--- src/rtl/ic74138_grant_decoder_if.sv ---
// Signal bundle between the ic74148-based request front end and the grant decoder.
// The master drives encoder outputs, gating and ack; the slave returns grant/status.
interface ic74138_grant_decoder_if;
    logic [2:0] Y_bar;
    logic       GS_bar;
    logic       G1;
    logic       G2A_bar;
    logic       G2B_bar;
    logic       ack;
    logic [7:0] Q_bar;
    logic [2:0] code_out;
    logic       busy;
    logic       idle;
    logic       err;

    modport master (
        output Y_bar, GS_bar, G1, G2A_bar, G2B_bar, ack,
        input  Q_bar, code_out, busy, idle, err
    );

    modport slave (
        input  Y_bar, GS_bar, G1, G2A_bar, G2B_bar, ack,
        output Q_bar, code_out, busy, idle, err
    );
endinterface

--- src/rtl/ic74138_grant_decoder.sv ---
// Sequential 74138-style grant decoder: captures encoded requests, serves the highest
// pending index with a hold phase, an ack handshake and an optional ack timeout.
module ic74138_grant_decoder #(
    parameter int unsigned HOLD_CYCLES = 2,
    parameter int unsigned TIMEOUT     = 16
) (
    input logic                    clk,
    input logic                    rst,
    ic74138_grant_decoder_if.slave bus
);

    typedef enum logic [1:0] {StIdle, StDrive, StWaitAck} state_e;

    state_e     state_q, state_d;
    logic [2:0] code_q, code_p_q;
    logic       gs_q, gs_p_q;
    logic [7:0] pending_q, pending_d;
    logic [2:0] cur_q, cur_d;
    logic [7:0] cnt_q, cnt_d;
    logic [7:0] q_bar_q;
    logic [2:0] code_out_q;
    logic       busy_q, idle_q, err_q;

    logic       enable;
    logic       new_req;
    logic [2:0] sel;
    logic       clr;
    logic       timeout_hit;

    assign enable  = bus.G1 & ~bus.G2A_bar & ~bus.G2B_bar;
    // A held code raises one request; a change of code or a fresh GS edge raises another.
    assign new_req = enable & gs_q & (~gs_p_q | (code_q != code_p_q));

    always_comb begin
        sel = 3'd0;
        for (int i = 0; i < 8; i++) begin
            if (pending_q[i]) begin
                sel = 3'(i);
            end
        end
    end

    always_comb begin
        state_d     = state_q;
        cur_d       = cur_q;
        cnt_d       = cnt_q;
        clr         = 1'b0;
        timeout_hit = 1'b0;
        if (!enable) begin
            // Abort keeps the pending bit so the request is served again later.
            state_d = StIdle;
            cnt_d   = 8'd0;
        end else begin
            case (state_q)
                StIdle: begin
                    if (pending_q != 8'd0) begin
                        cur_d   = sel;
                        cnt_d   = 8'(HOLD_CYCLES);
                        state_d = StDrive;
                    end
                end
                StDrive: begin
                    if (cnt_q <= 8'd1) begin
                        state_d = StWaitAck;
                        cnt_d   = 8'(TIMEOUT);
                    end else begin
                        cnt_d = cnt_q - 8'd1;
                    end
                end
                StWaitAck: begin
                    if (bus.ack) begin
                        clr     = 1'b1;
                        state_d = StIdle;
                        cnt_d   = 8'd0;
                    end else if (TIMEOUT != 0) begin
                        if (cnt_q <= 8'd1) begin
                            clr         = 1'b1;
                            timeout_hit = 1'b1;
                            state_d     = StIdle;
                            cnt_d       = 8'd0;
                        end else begin
                            cnt_d = cnt_q - 8'd1;
                        end
                    end
                end
                default: begin
                    state_d = StIdle;
                    cnt_d   = 8'd0;
                end
            endcase
        end
    end

    // Set after clear so a request landing on the completing index survives.
    always_comb begin
        pending_d = pending_q;
        if (clr) begin
            pending_d[cur_q] = 1'b0;
        end
        if (new_req) begin
            pending_d[code_q] = 1'b1;
        end
    end

    always_ff @(posedge clk) begin
        if (rst) begin
            state_q    <= StIdle;
            code_q     <= 3'd0;
            code_p_q   <= 3'd0;
            gs_q       <= 1'b0;
            gs_p_q     <= 1'b0;
            pending_q  <= 8'd0;
            cur_q      <= 3'd0;
            cnt_q      <= 8'd0;
            q_bar_q    <= 8'hFF;
            code_out_q <= 3'd0;
            busy_q     <= 1'b0;
            idle_q     <= 1'b1;
            err_q      <= 1'b0;
        end else begin
            state_q    <= state_d;
            code_q     <= ~bus.Y_bar;
            code_p_q   <= code_q;
            gs_q       <= ~bus.GS_bar;
            gs_p_q     <= gs_q;
            pending_q  <= pending_d;
            cur_q      <= cur_d;
            cnt_q      <= cnt_d;
            q_bar_q    <= (state_d != StIdle) ? ~(8'd1 << cur_d) : 8'hFF;
            code_out_q <= cur_d;
            busy_q     <= (state_d != StIdle);
            idle_q     <= (state_q == StIdle) && (pending_q == 8'd0);
            err_q      <= timeout_hit;
        end
    end

    assign bus.Q_bar    = q_bar_q;
    assign bus.code_out = code_out_q;
    assign bus.busy     = busy_q;
    assign bus.idle     = idle_q;
    assign bus.err      = err_q;

endmodule

--- src/flat_wrapper.sv ---
// flat-port wrapper written by rule: the top's interface ports become plain ports
module ic74138_grant_decoder_flat 
#(
    parameter int unsigned HOLD_CYCLES = 2,
    parameter int unsigned TIMEOUT     = 16
)
  (clk, rst, bus_Y_bar, bus_GS_bar, bus_G1, bus_G2A_bar, bus_G2B_bar, bus_ack, bus_Q_bar, bus_code_out, bus_busy, bus_idle, bus_err);
  ic74138_grant_decoder_if bus_i ();
  input logic clk;
  input logic rst;
  input wire logic [$bits(bus_i.Y_bar)-1:0] bus_Y_bar;
  input wire logic [$bits(bus_i.GS_bar)-1:0] bus_GS_bar;
  input wire logic [$bits(bus_i.G1)-1:0] bus_G1;
  input wire logic [$bits(bus_i.G2A_bar)-1:0] bus_G2A_bar;
  input wire logic [$bits(bus_i.G2B_bar)-1:0] bus_G2B_bar;
  input wire logic [$bits(bus_i.ack)-1:0] bus_ack;
  output wire logic [$bits(bus_i.Q_bar)-1:0] bus_Q_bar;
  output wire logic [$bits(bus_i.code_out)-1:0] bus_code_out;
  output wire logic [$bits(bus_i.busy)-1:0] bus_busy;
  output wire logic [$bits(bus_i.idle)-1:0] bus_idle;
  output wire logic [$bits(bus_i.err)-1:0] bus_err;
  assign bus_i.Y_bar = bus_Y_bar;
  assign bus_i.GS_bar = bus_GS_bar;
  assign bus_i.G1 = bus_G1;
  assign bus_i.G2A_bar = bus_G2A_bar;
  assign bus_i.G2B_bar = bus_G2B_bar;
  assign bus_i.ack = bus_ack;
  assign bus_Q_bar = bus_i.Q_bar;
  assign bus_code_out = bus_i.code_out;
  assign bus_busy = bus_i.busy;
  assign bus_idle = bus_i.idle;
  assign bus_err = bus_i.err;
  ic74138_grant_decoder #(.HOLD_CYCLES(HOLD_CYCLES), .TIMEOUT(TIMEOUT)) u_core (.clk(clk), .rst(rst), .bus(bus_i));
endmodule
--- config.mk ---
export PLATFORM = sky130hd
export DESIGN_NAME = ic74138_grant_decoder_flat
export DESIGN_NICKNAME = d
export VERILOG_FILES = /design/src/rtl/ic74138_grant_decoder_if.sv /design/src/rtl/ic74138_grant_decoder.sv /design/src/flat_wrapper.sv
export SDC_FILE = /design/constraint.sdc
export NUM_CORES = 1
export LEC_CHECK = 0
export CORE_MARGIN = 10
export CORE_UTILIZATION = 49
export DETAILED_ROUTE_END_ITERATION = 8
export GPL_ROUTABILITY_DRIVEN = 0
export MAX_ROUTING_LAYER = met4
export PLACE_DENSITY = 0.81
export SLEW_MARGIN = 20
export SYNTH_ARGS = -nofsm -noshare
export SYNTH_HDL_FRONTEND = slang
export SYNTH_SLANG_ARGS = --single-unit
--- constraint.sdc ---
create_clock -name clk -period 2.52 [get_ports clk]
set_input_delay 0.252 -clock clk [delete_from_list [all_inputs] [get_ports clk]]
set_output_delay 0.252 -clock clk [all_outputs]
set_load 0.005 [all_outputs]
# After elaboration in Yosys (flattened, before gate mapping)
# Index checks and enable logic that the tools add are counted.
# totals
out_inout_bits	14
romBits	0
wordCells	81
reg_bits	40
latch_bits	0
n_memories	0
ramBits	0
inputBits	10
# classes
magnitude_cmp	5
addsub	1
n_bitwise	17
shifts	1
n_reduce_logical	10
div_mod_pow	0
mul	0
n_mux	31
eq_ne	4
# ops
op	n
two-way mux 8 bit	6
case mux 8 bit (3 select lines)	1
two-way mux 3 bit	7
inverter 8 bit	2
two-way mux 2 bit	7
AND 8 bit	1
<= comparator 8 x 1 -> 1 bit (second input constant)	1
zero test 8 bit	1
< comparator 3 x 4 -> 1 bit (second input constant)	2
bitwise OR 8 bit	1
nonzero test 8 bit	1
<< shifter 1 x 3 -> 8 bit (first input constant)	1
subtractor 8 x 1 -> 8 bit (second input constant)	1
two-way mux 1 bit	7
inverter 1 bit	7
demux 1 bit (select 3 bit)	2
greater-or-equal comparator 3 x 1 -> 1 bit (second input constant)	2
case mux 2 bit (3 select lines)	1
AND 1 bit	4
OR reduction 2 bit	2
OR reduction 4 bit	1
logical AND 1 bit	3
inequality test 3 bit	1
inverter 3 bit	1
other kinds (6)	6

# Depth between registers and ports, before layout
# logic_depth
ltp_word	12
mapped_depth	6
mapped_depth_nobuf	6

# Worst setup path after synthesis
# No wires, ideal clock.
# synth_timing
path_kind	flip-flop to flip-flop
startpoint	register u_core.cnt_q[0]
endpoint	register u_core.cnt_q[4]
arrival_time_ns	1.762
n_path_buf	0
path_stages_with_launch	7
path_slack_ns	0.672
t_required_ns	2.434
setup_ns	0.086
synth_period_minus_slack_ns	1.848
cell_sequence	dfxtp_1 > inv_1 > ha_1 > or2_2 > a31oi_1 > nand2_1 > a221oi_2
# synth_between
elab_chain_len	4
elab_cells_between_ends	6
cone_classes	add/sub: 1; order compare: 1; mux: 4
# synth_rtl
element	line_no	source
from (decl)	ic74138_grant_decoder.sv:19	logic [7:0] cnt_q, cnt_d;
from (signal assigned)	ic74138_grant_decoder.sv:128	cnt_q <= cnt_d;
subtractor 8 x 1 -> 8 bit / <= comparator 8 x 1 -> 1 bit (equally long branches)	-	
two-way mux 8 bit	ic74138_grant_decoder.sv:76	if (cnt_q <= 8'd1) begin
two-way mux 8 bit	ic74138_grant_decoder.sv:71	if (bus.ack) begin
case mux 8 bit (3 select lines) *	ic74138_grant_decoder.sv:54	case (state_q)
# Every way passes the cells marked *; elsewhere a longest branch is shown, timed or not.
# A chain may end at the register's enable or synchronous reset.

# Worst setup path after layout
# layout_timing
startpoint	register u_core.pending_q[1]
endpoint	register u_core.q_bar_q[2], in the netlist u_core.bus.Q_bar[2]
# layout_between
elab_chain_len	12
elab_cells_between_ends	19
cone_classes	shift: 1; mux: 13; bitwise: 2; reduce/logical: 3
# layout_rtl
element	line_no	source
from (decl)	ic74138_grant_decoder.sv:17	logic [7:0] pending_q, pending_d;
from (signal assigned)	ic74138_grant_decoder.sv:126	pending_q <= pending_d;
two-way mux 1 bit	ic74138_grant_decoder.sv:37	if (pending_q[i]) begin
two-way mux 2 bit (2 in a row)	ic74138_grant_decoder.sv:37	
two-way mux 3 bit (4 in a row)	ic74138_grant_decoder.sv:37	
two-way mux 3 bit	ic74138_grant_decoder.sv:56	if (pending_q != 8'd0) begin
two-way mux 3 bit	ic74138_grant_decoder.sv:54	
two-way mux 3 bit	ic74138_grant_decoder.sv:49	if (!enable) begin
<< shifter 1 x 3 -> 8 bit	ic74138_grant_decoder.sv:129	q_bar_q <= (state_d != StIdle) ? ~(8'd1 << cur_d) : 8'hFF;
inverter 8 bit	ic74138_grant_decoder.sv:129	
to (signal assigned)	ic74138_grant_decoder.sv:129	
to (decl)	ic74138_grant_decoder.sv:20	logic [7:0] q_bar_q;
# Several ways; a longest one is shown, not always the timed one.

==> results.json <==
{
  "num-nets-final": 237,
  "die-area_sq_mm": 0.006489,
  "compound_cell_area_share_of_the_yosys_netlist_pct": 23.75,
  "cts_buffers": 5,
  "yosys_register_bits": 40,
  "most_repeated_cell_in_the_gate_level_netlist_after_synthesis": "dfxtp_1",
  "timing.critical_path.arrival_ns": 2.19,
  "route.detailed.vias_per_inst": 5.804,
  "p_leak_nw": 0.7799,
  "cts.repair_timing.setup_buffer_count": 0,
  "synthSimpleGateAreaFrac_pct": 23.61,
  "tightest_slew_ns": 0.5717,
  "largest_net_degree_at_the_start_of_global_routing": 17,
  "post_synth_top_flop": "dfxtp_1",
  "number_of_input_and_output_port_buffers_inserted": 23,
  "post_drt_wl_per_cell_um": 14.19,
  "synth.avg_cell_area_sq_um": 9.167,
  "start_util_pct": 52.20,
  "wl_um": 3845,
  "critPathLaunchType": "register",
  "yosys-top-cells-area": "dfxtp_1 45%, inv_1 2.9%, nor2_1 2.9%",
  "clock_input_transition_at_the_sequential_cells_of_the_worst_setup_and_hold_paths_ns": 0.08,
  "synthesized_area_fraction_occupied_by_xor_and_xnor_cells_pct": 1.950,
  "clock_skew_ns": 0.009262,
  "endpoint": "u_core.bus.Q_bar[2]$_SDFF_PP1_",
  "grt_pass1_wl_um": 6596,
  "f_max_mhz": 488.7,
  "critPathLaunch": "u_core.pending_q[1]$_SDFF_PP0_",
  "synth-seq-area-share_pct": 44.57,
  "synth-edff-count": 0,
  "ir_worst_vdd_mv": 0.3155,
  "drc": 0,
  "timing.hold.worst.class": "input pin to register",
  "dieWidth_um": 80.56,
  "die_h_um": 80.56,
  "ys_top_cells_by_count": "40 x dfxtp_1, 14 x inv_1, 14 x nor2_1, 11 x nand2_1, 9 x o21ai_0",
  "worst_r2r_endpoint": "u_core.bus.Q_bar[2]$_SDFF_PP1_",
  "num_vias": 1573,
  "timing_worst_setup_path_type": "register to register",
  "main_combinational_cell_family_by_area_after_synthesis": "compound AO/OA/AOI/OAI gates",
  "clk_latency_ns": 0.30,
  "clock_path_buffers": 2,
  "antenna-diode-count": 0,
  "final.min_clock_period_ns": 2.046,
  "vias_in_the_first_global_route": 1525,
  "postRouteAntennaNets": 0,
  "worstSetupEndpointType": "register",
  "worstRegToRegCells": 4,
  "floorplan.io_pins": 24,
  "slew-limit-headroom_pct": 61.57,
  "setup_slack_of_the_most_critical_reg_to_reg_path_ns": 0.47,
  "yosys-mux-area-fraction_pct": 0.5571,
  "run_status": "complete, no violations",
  "detailedPlacementHpwl_um": 2862,
  "syn_inst": 196,
  "postCtsResizedCells": 0,
  "slew_viol_final": 0,
  "number_of_sinks_driven_by_the_clock_tree": 40,
  "synthesis.nets": 208,
  "hold_violations": 0,
  "post-route-cell-area_sq_mm": 0.002221,
  "min_period_over_period_pct": 81.19,
  "synth.top_cell.area_share_pct": 44.57,
  "grt_setup_unrepaired": "no",
  "globalRoute.totalOverflow": 0,
  "number_of_antenna_violations_at_the_first_check_in_global_routing": 0,
  "postPlaceCellArea_sq_mm": 0.002092,
  "r2r_start": "u_core.pending_q[1]$_SDFF_PP0_",
  "mappedNetlistArea_sq_mm": 0.001797,
  "maxCapViolations": 0,
  "setup_tns_ns": 0,
  "floorplan.core_area_sq_mm": 0.003442,
  "synthToLayoutAreaGrowth_pct": 23.61,
  "synth_area_leader": "dfxtp_1",
  "required_ns": 2.67,
  "cts-hold-fix-buffers": 0,
  "worst-path-max-fanout": 9,
  "drive_above_1_share_pct": 10.22,
  "dr.first_iter.drc_count": 112,
  "synth_adder_area_share_pct": 1.393,
  "placementRows": 21,
  "setup_viol_count_final": 0,
  "synthesis.yosys.warnings": 0,
  "tritoncts": "built",
  "cts-htree-levels": 2,
  "synth_async_reset_ratio_pct": 0,
  "synth_cell_type_count": 52,
  "total_power_per_unit_cell_area_mw_per_mm2": 586.9,
  "dr.pass1.iters": 4,
  "root_buffer": "clkbuf_8",
  "grt_use_total_pct": 12.77
}
## sequential cells by signal, summed over array words and instances (netlist names)
register / count
u_core.bus.idle: 1
u_core.bus.Q_bar: 8
u_core.code_p_q: 3
u_core.cnt_q: 8
u_core.bus.err: 1
u_core.pending_q: 8
u_core.gs_q: 1
u_core.gs_p_q: 1
u_core.cur_q: 3
u_core.code_q: 3
u_core.state_q: 2
u_core.bus.busy: 1
## critical path, cell delays in order (launching register included)
cell and delay (ns):
dfxtp_1 0.33, or4_1 0.72, o211a_4 0.36, o32ai_1 0.34, nand4_1 0.14
## area by class of cell
| type | instances | area (sq um) |
|---|---|---|
| inverter | 14 | 52.55 |
| clock inverter | 2 | 60.06 |
| timing repair buffer | 27 | 260.3 |
| sequential | 40 | 800.8 |
| fill | 286 | 1221 |
| multi-input combinational | 137 | 920.9 |
| tap | 46 | 57.56 |
| clock buffer | 5 | 68.82 |
## how the worst min path moves through the flow
stage | startpoint | end | slack (ns) | cells past startpoint
finish | bus_Y_bar[2] | u_core.code_q[2]$_SDFF_PP0_ | 0.45 | 2
global route | bus_Y_bar[2] | u_core.code_q[2]$_SDFF_PP0_ | 0.47 | 2
CTS | bus_Y_bar[2] | u_core.code_q[2]$_SDFF_PP0_ | 0.45 | 2
detailed placement | u_core.code_q[0]$_SDFF_PP0_ | u_core.code_p_q[0]$_SDFF_PP0_ | 0.45 | 2
global placement | u_core.code_q[0]$_SDFF_PP0_ | u_core.code_p_q[0]$_SDFF_PP0_ | 0.45 | 2
floorplan | bus_Y_bar[2] | u_core.code_q[2]$_SDFF_PP0_ | 0.32 | 1
## cells by family after synthesis
group | count (synthesis)
buffers and inverters | 19
adder cells (fa/ha/maj) | 2
flip-flops | 40
AND/OR/NAND/NOR | 74
XOR/XNOR | 4
multiplexers | 1
AO/OA/AOI/OAI | 56
## metal layers
layer,share of wire [%],wire length [um],vias up,global-route usage (%)
met2,45,1712,50,20.30
met4,1.6,60,0,5.634
li1,-,-,795,-
met3,7.0,269,7,3.786
met1,47,1802,721,14.48
met5,0,0,-,-
## through the flow
step	utilization [%]	hold WS [ns]	instances	setup slack, ns	total power, mW
6_report	64.52	0.4479	271	0.4740	1.303
5_1_grt	64.52	0.4735	271	0.3653	1.334
2_1_floorplan	-	0.3187	196	0.6719	0.6838
4_1_cts	64.52	0.4488	271	0.4798	1.307
3_3_place_gp	60.78	0.4488	264	0.2416	0.7091
3_5_place_dp	60.78	0.4548	264	0.1678	0.7102
## layout by cell type (no fill, tap or decap), types with 2 or more instances in the layout
master / synthesis / routed
bufinv_16: 0 / 2
nor2b_1: 7 / 7
o41ai_1: 3 / 3
a31oi_1: 3 / 3
nand4_1: 8 / 8
a21oi_1: 5 / 5
o311ai_0: 3 / 3
or4b_1: 2 / 2
nand2b_1: 5 / 5
o21ai_0: 9 / 9
or4_1: 2 / 2
nor4_1: 2 / 2
o211ai_1: 4 / 4
clkbuf_8: 0 / 5
nand2_1: 11 / 11
a211oi_1: 2 / 2
nor2_1: 14 / 14
dfxtp_1: 40 / 40
buf_4: 0 / 4
ha_1: 2 / 2
nor3_1: 3 / 3
xnor2_1: 3 / 3
o32ai_1: 4 / 4
o22ai_1: 5 / 5
clkdlybuf4s50_1: 0 / 23
or2_2: 3 / 3
o31ai_1: 2 / 2
a22oi_1: 2 / 2
nand3_1: 7 / 7
o2111ai_1: 2 / 2
inv_1: 14 / 14
o21ai_1: 2 / 2
## where the power goes
part,internal (mW),switching (mW)
Combinational,0.0276,0.0240
Clock,0.390,0.218
Sequential,0.639,0.00501
Total,1.06,0.247
No activity file was read; power rests on OpenSTA's default activity.
